**config.mk**
```make
export PLATFORM = sky130hd
export DESIGN_NAME = fifo_write_arbiter_flat
export DESIGN_NICKNAME = d
export VERILOG_FILES = /design/src/rtl/fifo_write_arbiter_if.sv /design/src/rtl/fifo_write_arbiter.sv /design/src/flat_wrapper.sv
export SDC_FILE = /design/constraint.sdc
export NUM_CORES = 1
export LEC_CHECK = 0
export CAP_MARGIN = 30
export CORE_MARGIN = 4
export CORE_UTILIZATION = 39
export DETAILED_ROUTE_END_ITERATION = 8
export GPL_TIMING_DRIVEN = 0
export PLACE_DENSITY = 0.91
export RECOVER_POWER = 100
export SLEW_MARGIN = 20
export SYNTH_ARGS = -nofsm -noshare
export SYNTH_HDL_FRONTEND = slang
export SYNTH_SLANG_ARGS = --single-unit
```
**constraint.sdc**
```tcl
create_clock -name write_clk -period 6.1 [get_ports write_clk]
set_clock_uncertainty 0.1 [all_clocks]
set_input_delay 0.61 -clock write_clk [delete_from_list [all_inputs] [get_ports write_clk]]
set_output_delay 0.61 -clock write_clk [all_outputs]
set_load 0.05 [all_outputs]
```
**src/rtl/fifo_write_arbiter_if.sv**
```systemverilog
// rtl/fifo_write_arbiter_if.sv - requester and FIFO write-port bundle for fifo_write_arbiter
//
// Purpose: groups the per-requester beat handshake and the single FIFO write
// port that fifo_write_arbiter sits between.
//
// Signals:
//   req_valid    [NUM_REQ]             per-requester beat valid
//   req_data     [NUM_REQ*DATA_WIDTH]  per-requester payload, slice i = [i*DATA_WIDTH +: DATA_WIDTH]
//   req_last     [NUM_REQ]             beat is the last of the requester's burst
//   req_ready    [NUM_REQ]             beat accepted this cycle (valid & ready = transfer)
//   write_enable                       FIFO write strobe
//   write_data   [DATA_WIDTH]          FIFO write payload
//   full                               FIFO full flag (write domain)
//
// Modports:
//   master - requesters and FIFO side (drives requests and full)
//   slave  - arbiter side (drives ready and the FIFO write port)
interface fifo_write_arbiter_if #(
  parameter int NUM_REQ    = 4,
  parameter int DATA_WIDTH = 8
);
  logic [NUM_REQ-1:0]            req_valid;
  logic [NUM_REQ*DATA_WIDTH-1:0] req_data;
  logic [NUM_REQ-1:0]            req_last;
  logic [NUM_REQ-1:0]            req_ready;
  logic                          write_enable;
  logic [DATA_WIDTH-1:0]         write_data;
  logic                          full;

  modport master (
    output req_valid, req_data, req_last, full,
    input  req_ready, write_enable, write_data
  );

  modport slave (
    input  req_valid, req_data, req_last, full,
    output req_ready, write_enable, write_data
  );
endinterface

```
**src/rtl/fifo_write_arbiter.sv**
```systemverilog
// rtl/fifo_write_arbiter.sv - round-robin arbiter sharing one FIFO write port among NUM_REQ requesters
//
// Purpose: grants one write-domain requester at a time for a burst of up to
// MAX_BURST beats, then rotates priority. One idle arbitration cycle precedes
// each grant; beats pass combinationally to the FIFO write port.
//
// Optional feature macro: ARB_STATS_EN (per-requester saturating beat counters
// on beat_count; when undefined beat_count is tied to 0).
//
// Ports:
//   write_clk   in   write-domain clock, rising edge
//   write_rst   in   synchronous active-high reset
//   bus         if   fifo_write_arbiter_if.slave (requests in, FIFO write port out)
//   grant_id    out  current owner in BUSY, 0 otherwise
//   busy        out  high while a grant is held
//   beat_count  out  NUM_REQ x CNT_WIDTH accepted-beat counters
module fifo_write_arbiter #(
  parameter int NUM_REQ    = 4,
  parameter int DATA_WIDTH = 8,
  parameter int MAX_BURST  = 4,
  parameter int CNT_WIDTH  = 16
) (
  input  logic                         write_clk,
  input  logic                         write_rst,
  fifo_write_arbiter_if.slave          bus,
  output logic [$clog2(NUM_REQ)-1:0]   grant_id,
  output logic                         busy,
  output logic [NUM_REQ*CNT_WIDTH-1:0] beat_count
);

  localparam int IDW = $clog2(NUM_REQ);

  typedef enum logic {
    IDLE = 1'b0,
    BUSY = 1'b1
  } state_t;

  state_t          state_q, state_d;
  logic [IDW-1:0]  rr_ptr_q, rr_ptr_d;
  logic [IDW-1:0]  owner_q, owner_d;
  logic [7:0]      burst_cnt_q, burst_cnt_d;

  logic            any_valid;
  logic            found;
  logic [IDW-1:0]  winner;
  logic [IDW-1:0]  cand;
  logic            is_busy;
  logic            owner_valid;
  logic            owner_last;
  logic [DATA_WIDTH-1:0] owner_data;
  logic            transfer;
  logic            last_beat;
  logic            release_burst;

  assign any_valid = |bus.req_valid;

  // Rotating priority search: first valid index at rr_ptr, rr_ptr+1, ... mod NUM_REQ.
  always_comb begin
    int s;
    found  = 1'b0;
    winner = '0;
    cand   = '0;
    for (int k = 0; k < NUM_REQ; k++) begin
      s = int'(rr_ptr_q) + k;
      if (s >= NUM_REQ) s = s - NUM_REQ;
      cand = IDW'(s);
      if (!found && bus.req_valid[cand]) begin
        found  = 1'b1;
        winner = cand;
      end
    end
  end

  assign owner_valid = bus.req_valid[owner_q];
  assign owner_last  = bus.req_last[owner_q];
  assign owner_data  = bus.req_data[int'(owner_q)*DATA_WIDTH +: DATA_WIDTH];

  // Everything visible is gated by reset so nothing leaks out during a reset
  // cycle even though the registers only clear at the edge.
  assign is_busy  = (state_q == BUSY) && !write_rst;
  assign transfer = is_busy && owner_valid && !bus.full;

  assign last_beat     = ({1'b0, burst_cnt_q} + 9'd1) == 9'(MAX_BURST);
  assign release_burst = transfer && (owner_last || last_beat);

  always_comb begin
    bus.req_ready = '0;
    if (is_busy && !bus.full) bus.req_ready[owner_q] = 1'b1;
  end

  assign bus.write_enable = transfer;
  assign bus.write_data   = is_busy ? owner_data : '0;
  assign grant_id         = is_busy ? owner_q : '0;
  assign busy             = is_busy;

  always_comb begin
    state_d     = state_q;
    rr_ptr_d    = rr_ptr_q;
    owner_d     = owner_q;
    burst_cnt_d = burst_cnt_q;
    case (state_q)
      IDLE: begin
        if (any_valid) begin
          owner_d     = winner;
          burst_cnt_d = '0;
          state_d     = BUSY;
        end
      end
      BUSY: begin
        // full stalls everything: no transfer means no state change.
        if (transfer) begin
          if (release_burst) begin
            state_d     = IDLE;
            rr_ptr_d    = (owner_q == IDW'(NUM_REQ - 1)) ? '0 : owner_q + 1'b1;
            burst_cnt_d = '0;
          end else begin
            burst_cnt_d = burst_cnt_q + 8'd1;
          end
        end
      end
      default: state_d = IDLE;
    endcase
  end

  always_ff @(posedge write_clk) begin
    if (write_rst) begin
      state_q     <= IDLE;
      rr_ptr_q    <= '0;
      owner_q     <= '0;
      burst_cnt_q <= '0;
    end else begin
      state_q     <= state_d;
      rr_ptr_q    <= rr_ptr_d;
      owner_q     <= owner_d;
      burst_cnt_q <= burst_cnt_d;
    end
  end

`ifdef ARB_STATS_EN
  logic [CNT_WIDTH-1:0] cnt_q [NUM_REQ];

  // Counters stick at all-ones rather than wrapping.
  always_ff @(posedge write_clk) begin
    if (write_rst) begin
      for (int i = 0; i < NUM_REQ; i++) cnt_q[i] <= '0;
    end else begin
      for (int i = 0; i < NUM_REQ; i++) begin
        if (transfer && (owner_q == IDW'(i)) && (cnt_q[i] != '1))
          cnt_q[i] <= cnt_q[i] + CNT_WIDTH'(1);
      end
    end
  end

  always_comb begin
    beat_count = '0;
    for (int i = 0; i < NUM_REQ; i++) beat_count[i*CNT_WIDTH +: CNT_WIDTH] = cnt_q[i];
  end
`else
  assign beat_count = '0;
`endif

endmodule

```
**src/flat_wrapper.sv**
```systemverilog
// flat-port wrapper written by rule: the top's interface ports become plain ports
module fifo_write_arbiter_flat 
#(
  parameter int NUM_REQ    = 4,
  parameter int DATA_WIDTH = 8,
  parameter int MAX_BURST  = 4,
  parameter int CNT_WIDTH  = 16
)
  (write_clk, write_rst, grant_id, busy, beat_count, bus_req_valid, bus_req_data, bus_req_last, bus_full, bus_req_ready, bus_write_enable, bus_write_data);
  fifo_write_arbiter_if #(.NUM_REQ(NUM_REQ), .DATA_WIDTH(DATA_WIDTH)) bus_i ();
  input  logic write_clk;
  input  logic write_rst;
  output logic [$clog2(NUM_REQ)-1:0] grant_id;
  output logic busy;
  output logic [NUM_REQ*CNT_WIDTH-1:0] beat_count;
  input wire logic [$bits(bus_i.req_valid)-1:0] bus_req_valid;
  input wire logic [$bits(bus_i.req_data)-1:0] bus_req_data;
  input wire logic [$bits(bus_i.req_last)-1:0] bus_req_last;
  input wire logic [$bits(bus_i.full)-1:0] bus_full;
  output wire logic [$bits(bus_i.req_ready)-1:0] bus_req_ready;
  output wire logic [$bits(bus_i.write_enable)-1:0] bus_write_enable;
  output wire logic [$bits(bus_i.write_data)-1:0] bus_write_data;
  assign bus_i.req_valid = bus_req_valid;
  assign bus_i.req_data = bus_req_data;
  assign bus_i.req_last = bus_req_last;
  assign bus_i.full = bus_full;
  assign bus_req_ready = bus_i.req_ready;
  assign bus_write_enable = bus_i.write_enable;
  assign bus_write_data = bus_i.write_data;
  fifo_write_arbiter #(.NUM_REQ(NUM_REQ), .DATA_WIDTH(DATA_WIDTH), .MAX_BURST(MAX_BURST), .CNT_WIDTH(CNT_WIDTH)) u_core (.write_clk(write_clk), .write_rst(write_rst), .bus(bus_i), .grant_id(grant_id), .busy(busy), .beat_count(beat_count));
endmodule
```
; ---- Yosys cells after proc, flatten, opt, wreduce, memory -nomap -nowiden
; Cells that the tools add are included.
[classes]
reduce_logical = 19
n_bitwise = 1
n_lt_le_gt_ge = 10
n_shift = 1
n_eq_ne = 4
n_addsub = 10
muxes = 37
[ops]
columns = operator, count
row1 = $mux W8, 4
row2 = $shiftx A32 B6 Y8, 1
row3 = $mux W2, 10
row4 = $pmux W8 S2, 1
row5 = $lt A2 B3 Y1 const B, 5
row6 = $mux W1, 13
row7 = $bmux W1 S2, 6
row8 = $add A8 B1 Y9 const B, 1
row9 = $eq A9 B3 Y1 const B, 1
row10 = $ge A3 B3 Y1 const B, 3
row11 = $logic_and A1 B1 Y1, 9
row12 = $add A8 B1 Y8 const B, 1
row13 = $sub A2 B1 Y2 const B, 4
row14 = $add A2 B2 Y3 const B, 2
row15 = $logic_not A1 Y1, 5
row16 = $mux W4, 1
row17 = $reduce_and A2 Y1, 2
row18 = $reduce_or A4 Y1, 1
row19 = $add A2 B1 Y3 const B, 1
row20 = $ge A2 B3 Y1 const B, 1
row21 = $reduce_and A3 Y1, 1
row22 = $add A2 B1 Y2 const B, 1
row23 = $demux W1 S2, 1
row24 = $eq A2 B2 Y1 const B, 1
row25 = 6 further kinds, 6
[word_totals]
output_inout_bits = 80
ff_bits = 13

; ---- Longest topological paths before layout
; Gate-level depths: netlist of the first run.
[depth]
word_depth = 14
mapped_depth = 6
depth_no_buf = 6

; ---- Worst setup path before layout of the first run
; Ideal clock, no wire load.
[synth_timing]
kind = input -> output
from = input port write_rst
to = output port grant_id[0]
setup_slack_ns = 3.739
n_path_buf = 1
path_stages = 4
required_ns = 5.390
arrival_time_ns = 1.651
path_cell_list = inv_1 clkbuf_1 nand2_1 nor2_1
[synth_between]
elab_chain_cells = 3
[synth_rtl]
columns = item, line
row1 = start: declaration, flat_wrapper.sv:12  ; input logic write_rst;
row2 = $logic_not A1 Y1, fifo_write_arbiter.sv:80  ; assign is_busy = (state_q == BUSY) && !write_rst;
row3 = $logic_and A1 B1 Y1, fifo_write_arbiter.sv:80
row4 = $mux W2, fifo_write_arbiter.sv:93  ; assign grant_id = is_busy ? owner_q : '0;
row5 = end: declaration, flat_wrapper.sv:13  ; output logic [$clog2(NUM_REQ)-1:0] grant_id;
; No other way between the ends.

; ---- Worst setup path after layout of the first run
[layout_timing]
from = register u_core.owner_q[0]
to = output port bus_write_data[0]
[layout_between]
elab_chain_cells = 2
[layout_rtl]
columns = item, line
row1 = start: declaration, fifo_write_arbiter.sv:40  ; logic [IDW-1:0] owner_q, owner_d;
row2 = start signal: assignment, fifo_write_arbiter.sv:134  ; owner_q <= owner_d;
row3 = $shiftx A32 B6 Y8, fifo_write_arbiter.sv:76  ; assign owner_data = bus.req_data[int'(owner_q)*DATA_WIDTH +: DATA_WIDTH];
row4 = $mux W8, fifo_write_arbiter.sv:92  ; assign bus.write_data = is_busy ? owner_data : '0;
row5 = end: declaration, flat_wrapper.sv:22  ; output wire logic [$bits(bus_i.write_data)-1:0] bus_write_data;
; No other way between the ends.

==> results.sh, run 1 <==
export IMPL_detail_route_drc_violations=0
export IMPL_total_power_uw=386.2
export IMPL_timing_final_max_slew_violations=0
export IMPL_hold_path_class="flip-flop to flip-flop"
export IMPL_num_antenna_cells=0
export IMPL_multi_input_area_mm2=0.001161
export IMPL_grt_util_met2=0.3191
export IMPL_fp_row_count=24
export IMPL_die_w_um=75.04
export IMPL_ctsResizeCount=0
export IMPL_num_vias=1749
export IMPL_slowest_stage="dlygate4sd3_1"
export IMPL_seq_area_um2=260.3
export IMPL_ys_types=47
export IMPL_crit_type="flip-flop to output port"
export IMPL_max_freq_mhz=279.7
export IMPL_fin_cells=388
export IMPL_via_per_inst=4.508
export IMPL_cp_max_fo=10
export IMPL_core_area_mm2=0.004354
export IMPL_synthArstFlopShare=0
export IMPL_crit_buf_inv=2
export IMPL_outcome="finished clean"
export IMPL_postCtsSetupRepairBufs=0
export IMPL_dpl_cell_area_mm2=0.002635
export IMPL_path_clk_slew_ns=0.06
export IMPL_detail_route_antenna_nets=0
export IMPL_start_util=0.4026
export IMPL_die_area_mm2=0.005631
export IMPL_drive_gt1_frac=0.2530
export IMPL_htreeDepth=1
export IMPL_busiest_layer="met2"
export IMPL_max_stage_delay_ns=0.76
export IMPL_post_place_cells=384
export IMPL_fill_cells=388
export IMPL_grt_first_pass_wirelength_mm=7.583
export IMPL_grt_max_degree=11
export IMPL_fin_area_mm2=0.002669
export IMPL_grt_antenna_before_repair=0
export IMPL_overflow=0
export IMPL_finalSetupTns_ns=0
export IMPL_synth_most_common_cell="buf_4"
export IMPL_synth_largest_area_cell="buf_4"
export IMPL_ys_top_cells_by_count="buf_4, dfxtp_1, inv_1"
export IMPL_grt_pass1_vias=1640
export IMPL_wirelength_mm=4.896
export IMPL_finalCriticalPeriod_ns=3.575
export IMPL_synth_seq_area_share=0.1485
export IMPL_io_buffer_count=58
export IMPL_die_height_um=75.04
export IMPL_yosys_top_cells_area="buf_4, dfxtp_1, mux4_2, ha_1, and3_1"
export IMPL_clk_latency_ns=0.25
export IMPL_cts_root_buffer="clkbuf_8"
export IMPL_ctsLongestPathBuffers=2
export IMPL_nNetsFinal=386
export IMPL_ys_warn_count=0
export IMPL_gr_usage_met3=0.02804
export IMPL_wl_per_cell_um=12.62
export IMPL_ys_ff_latch=13
export IMPL_period_share=0.5861
export IMPL_hpwl_mm=4.132
export IMPL_cts_tree="done"
export IMPL_slew_headroom=0.5551
export IMPL_drv_cap=0
export IMPL_critPathTopFamily="buffers and inverters"
export IMPL_crit_arrival_ns=2.87
export IMPL_path_cells="clkbuf_1 -> mux4_2 -> and3_1 -> dlygate4sd3_1"
export IMPL_synth_ff_type="dfxtp_1"
export IMPL_cp_data_required_time_ns=5.39
export IMPL_powerDensity_mw_per_mm2=144.7
export IMPL_area_growth_pct=52.25
export IMPL_drt_initial_drc_count=99
export IMPL_avgSynthCellArea_um2=8.308
export IMPL_synth_edff_count=0
export IMPL_rsz0062_at_grt="false"
export IMPL_startpoint_type="flip-flop"
export IMPL_cts_sinks=13
export IMPL_numCtsBuffers=3
export IMPL_finalHoldViolations=0
export IMPL_syn_inst=211
export IMPL_synth_top_area_frac=0.2741
export IMPL_grt_usage=0.1720
export IMPL_cp_end_kind="output port"
export IMPL_power_ir_vdd_worst_mv=0.07936
export IMPL_hold_buffers=0
export IMPL_first_pass_iters=6
export IMPL_grt_use_met1=0.2006
export IMPL_p_leak_nw=1.323
export IMPL_io_pins=123
export IMPL_max_slew_worst_pin_slew_ns=0.6674
export IMPL_setup_violations=0
export IMPL_place_gp_congestion=0.8435
export IMPL_synth_area_mm2=0.001753
## logic make-up (layout without fill, tap and decap cells)
kind of cell    count (synthesis)  count (layout)  synth area share
buf+inv                        84             146            0.3183
simple gates                   57              57            0.1927
compound gates                 35              35            0.1385
mux                            13              13            0.1470
flops                          13              13            0.1485
fa+ha+maj                       6               6           0.04283
xor+xnor                        2               2          0.009995
other cells                     1              64          0.002139
## cells in the final DEF (no fill, tap or decap), types with 3 or more instances in the layout
master / n
mux4_2: 10
nor3_1: 3
dfxtp_1: 13
a21oi_1: 8
clkbuf_8: 3
o21ai_0: 5
nor2b_1: 5
ha_1: 6
conb_1: 64
nand2_1: 10
and2_1: 5
buf_4: 64
dlygate4sd3_1: 15
nor2_1: 11
clkdlybuf4s50_1: 43
nand3_1: 4
clkbuf_1: 7
and3_1: 9
inv_1: 13
## where the power goes
| part | internal, mW | switching (mW) | leakage (nW) |
|---|---|---|---|
| registers | 0.0868 | 0.00380 | 0.105 |
| logic | 0.0780 | 0.137 | 1.19 |
| clock network | 0.0463 | 0.0345 | 0.0228 |
| total | 0.211 | 0.175 | 1.32 |
## worst register-to-register path: cells and delay by family (launching register included)
kind	cells	cell delay, ns
AND/OR/NAND/NOR	2	0.69
multiplexers	1	0.56
flip-flops	1	0.51
AO/OA/AOI/OAI	2	0.34
buffers and inverters	1	0.16
## flip-flops by register name, summed over array words and instances, names as in the netlist
| name | count |
|---|---|
| u_core.rr_ptr_q | 2 |
| u_core.state_q | 1 |
| u_core.burst_cnt_q | 8 |
| u_core.owner_q | 2 |
## cell type report
class                      count  share of cell area
buffer                        71              0.1903
sequential                    13             0.09752
multi-input combinational    177              0.4351
tap                           52             0.02438
clock buffer                   4             0.01688
timing repair buffer          58              0.2175
inverter                      13             0.01828
## routing by layer
layer | vias to the layer above | routed length, um
li1 | 860 | -
met1 | 791 | 1799
met2 | 90 | 2628
met3 | 8 | 398
met4 | 0 | 69
met5 | - | 0
## stage by stage
stage	hold slack, ns	setup WS (ns)	util
2_1_floorplan	0.3781	3.739	-
3_3_place_gp	0.3964	2.804	0.6052
3_5_place_dp	0.4105	2.764	0.6052
4_1_cts	0.4183	2.744	0.6155
5_1_grt	0.4655	2.357	0.6129
6_report	0.4176	2.525	0.6129
## path summary, 6_finish.rpt
check	end	cells past startpoint	startpoint	slack (ns)
max	bus_write_data[0]	4	u_core.owner_q[0]$_SDFFE_PP0P_	2.52
min reg2reg	u_core.burst_cnt_q[1]$_SDFFE_PP0P_	2	u_core.burst_cnt_q[1]$_SDFFE_PP0P_	0.42
min	u_core.burst_cnt_q[1]$_SDFFE_PP0P_	2	u_core.burst_cnt_q[1]$_SDFFE_PP0P_	0.42
max reg2reg	u_core.burst_cnt_q[4]$_SDFFE_PP0P_	6	u_core.owner_q[0]$_SDFFE_PP0P_	3.65
(Power assumes the default switching activity.)
==> inputs of run 2 (changes only) <==
--- a/config.mk
+++ b/config.mk
@@ -7,10 +7,10 @@
 export LEC_CHECK = 0
 export CAP_MARGIN = 30
 export CORE_MARGIN = 4
-export CORE_UTILIZATION = 39
+export CORE_UTILIZATION = 36
 export DETAILED_ROUTE_END_ITERATION = 8
 export GPL_TIMING_DRIVEN = 0
-export PLACE_DENSITY = 0.91
+export PLACE_DENSITY = 0.85
 export RECOVER_POWER = 100
 export SLEW_MARGIN = 20
 export SYNTH_ARGS = -nofsm -noshare
==> constraint.sdc (replaced) <==
create_clock -name write_clk -period 3.4 [get_ports write_clk]
set_clock_uncertainty 0.1 [all_clocks]
set_input_delay 0.34 -clock write_clk [delete_from_list [all_inputs] [get_ports write_clk]]
set_output_delay 0.34 -clock write_clk [all_outputs]
set_load 0.05 [all_outputs]
==> run 2 against run 1 <==
Effect of this change: power is 79% higher; core utilization is 4.4 points lower; sequential cell count stayed put; die area is 7.4% higher; non-clock buffer count stayed put; routed wire length is 1.5% lower; final cell count is 3.9% higher; sequential share of layout area is 0.073 points lower; combinational power is 79% higher; clock power is 78% higher; setup slack worse by 2.2 ns; critical path type unchanged; largest power group unchanged; highest routed layer unchanged.
==> results.sh, run 2 (synthesis gave the netlist of run 1 again) <==
export IMPL_cp_data_required_time_ns=2.96
export IMPL_largest_reg_flops=8
export IMPL_slowest_stage="dlygate4sd3_1"
export IMPL_ctsResizeCount=0
export IMPL_setup_violations=0
export IMPL_dpl_cell_area_mm2=0.002654
export IMPL_path_clk_slew_ns=0.06
export IMPL_crit_arrival_ns=2.62
export IMPL_detail_route_antenna_nets=0
export IMPL_nNetsFinal=386
export IMPL_overflow=0
export IMPL_hpwl_mm=4.045
export IMPL_startpoint_type="flip-flop"
export IMPL_timing_final_max_slew_violations=0
export IMPL_cts_tree="done"
export IMPL_grt_first_pass_wirelength_mm=7.458
export IMPL_largestRegisters="u_core.burst_cnt_q x8, u_core.owner_q x2, u_core.rr_ptr_q x2"
export IMPL_grt_usage=0.1516
export IMPL_die_w_um=77.78
export IMPL_worstHoldStart="u_core.burst_cnt_q[1]$_SDFFE_PP0P_"
export IMPL_cts_sinks=13
export IMPL_powerDensity_mw_per_mm2=257.0
export IMPL_fp_row_count=25
export IMPL_slew_headroom=0.6212
export IMPL_num_antenna_cells=0
export IMPL_cts_root_buffer="clkbuf_8"
export IMPL_grt_max_degree=11
export IMPL_hold_path_class="flip-flop to flip-flop"
export IMPL_path_cells="buf_2 -> mux4_2 -> and3_1 -> dlygate4sd3_1"
export IMPL_layout_setup_ws_ns=0.3361
export IMPL_cp_max_fo=10
export IMPL_numCtsBuffers=3
export IMPL_crit_type="flip-flop to output port"
export IMPL_grt_pass1_vias=1603
export IMPL_via_per_inst=4.191
export IMPL_period_share=0.9012
export IMPL_num_vias=1689
export IMPL_postCtsSetupRepairBufs=0
export IMPL_area_growth_pct=53.39
export IMPL_fin_area_mm2=0.002689
export IMPL_grt_antenna_before_repair=0
export IMPL_place_gp_congestion=0.8708
export IMPL_max_stage_delay_ns=0.76
export IMPL_hold_buffers=0
export IMPL_holdWs_ns=0.4117
export IMPL_crit_buf_inv=2
export IMPL_drive_gt1_frac=0.2560
export IMPL_power_ir_vdd_worst_mv=0.1454
export IMPL_finalHoldViolations=0
export IMPL_regMostFlops="u_core.burst_cnt_q"
export IMPL_cp_end_kind="output port"
export IMPL_core_area_mm2=0.004723
export IMPL_start_util=0.3711
export IMPL_io_buffer_count=58
export IMPL_final_cell_mix="buf_4, conb_1, clkdlybuf4s50_1"
export IMPL_finalSetupTns_ns=0
export IMPL_drv_cap=0
export IMPL_rsz0062_at_grt="false"
export IMPL_post_place_ws_ns=0.5717
export IMPL_busiest_layer="met2"
export IMPL_clk_latency_ns=0.25
export IMPL_wl_per_cell_um=11.97
export IMPL_startpoint="u_core.owner_q[0]$_SDFFE_PP0P_"
export IMPL_drt_initial_drc_count=107
export IMPL_htreeDepth=1
export IMPL_ctsLongestPathBuffers=2
export IMPL_io_pins=123
export IMPL_total_power_uw=691.0
export IMPL_die_area_mm2=0.006050
export IMPL_first_pass_iters=4
export IMPL_wirelength_mm=4.822
export IMPL_max_freq_mhz=326.4
export IMPL_finalCriticalPeriod_ns=3.064
export IMPL_die_height_um=77.78
export IMPL_outcome="finished clean"
export IMPL_regToRegStartpoint="u_core.owner_q[0]$_SDFFE_PP0P_"
export IMPL_p_leak_nw=1.326
export IMPL_detail_route_drc_violations=0
export IMPL_grt_util_met2=0.2740
export IMPL_critPathTopFamily="buffers and inverters"
export IMPL_max_slew_worst_pin_slew_ns=0.5682
export IMPL_grt_use_met1=0.1805
export IMPL_gr_usage_met3=0.02668
run 2: where the power goes:
part	total (mW)	internal (mW)	switching, mW
sequential	0.162	0.156	0.00661
combinational	0.384	0.140	0.245
clock	0.144	0.0830	0.0612
total	0.691	0.378	0.313
run 2: worst reg2reg max path: stages (launching register included):
cell,delay [ns]
dfxtp_1,0.51
mux4_2,0.55
nand2_1,0.24
inv_1,0.15
nor2_1,0.45
o311ai_0,0.23
o31ai_1,0.11
run 2: cell type report:
cell class                 instances  area (um2)
sequential                        13       260.3
multi-input combinational        177        1161
timing repair buffer              58       580.6
tap                               67       83.83
inverter                          13       48.80
buffer                            71       509.2
clock buffer                       4       45.04
fill                             430        2034
run 2: metrics by stage:
step	instances	util
final	403	0.5693
after global routing	403	0.5693
after CTS	403	0.5714
after detailed placement	399	0.5619
after global placement	399	0.5619
after floorplan	274	-
run 2: layer usage:
layer | wire length (um) | up-vias
li1 | - | 861
met1 | 1871 | 752
met2 | 2536 | 69
met3 | 339 | 7
met4 | 75 | 0
met5 | 0 | -
run 2: final timing paths:
kind	end	slack (ns)	cells after the start
hold reg to reg	u_core.burst_cnt_q[1]$_SDFFE_PP0P_	0.41	2
hold / removal	u_core.burst_cnt_q[1]$_SDFFE_PP0P_	0.41	2
setup reg to reg	u_core.burst_cnt_q[4]$_SDFFE_PP0P_	0.98	6
setup / recovery	bus_write_data[5]	0.34	4
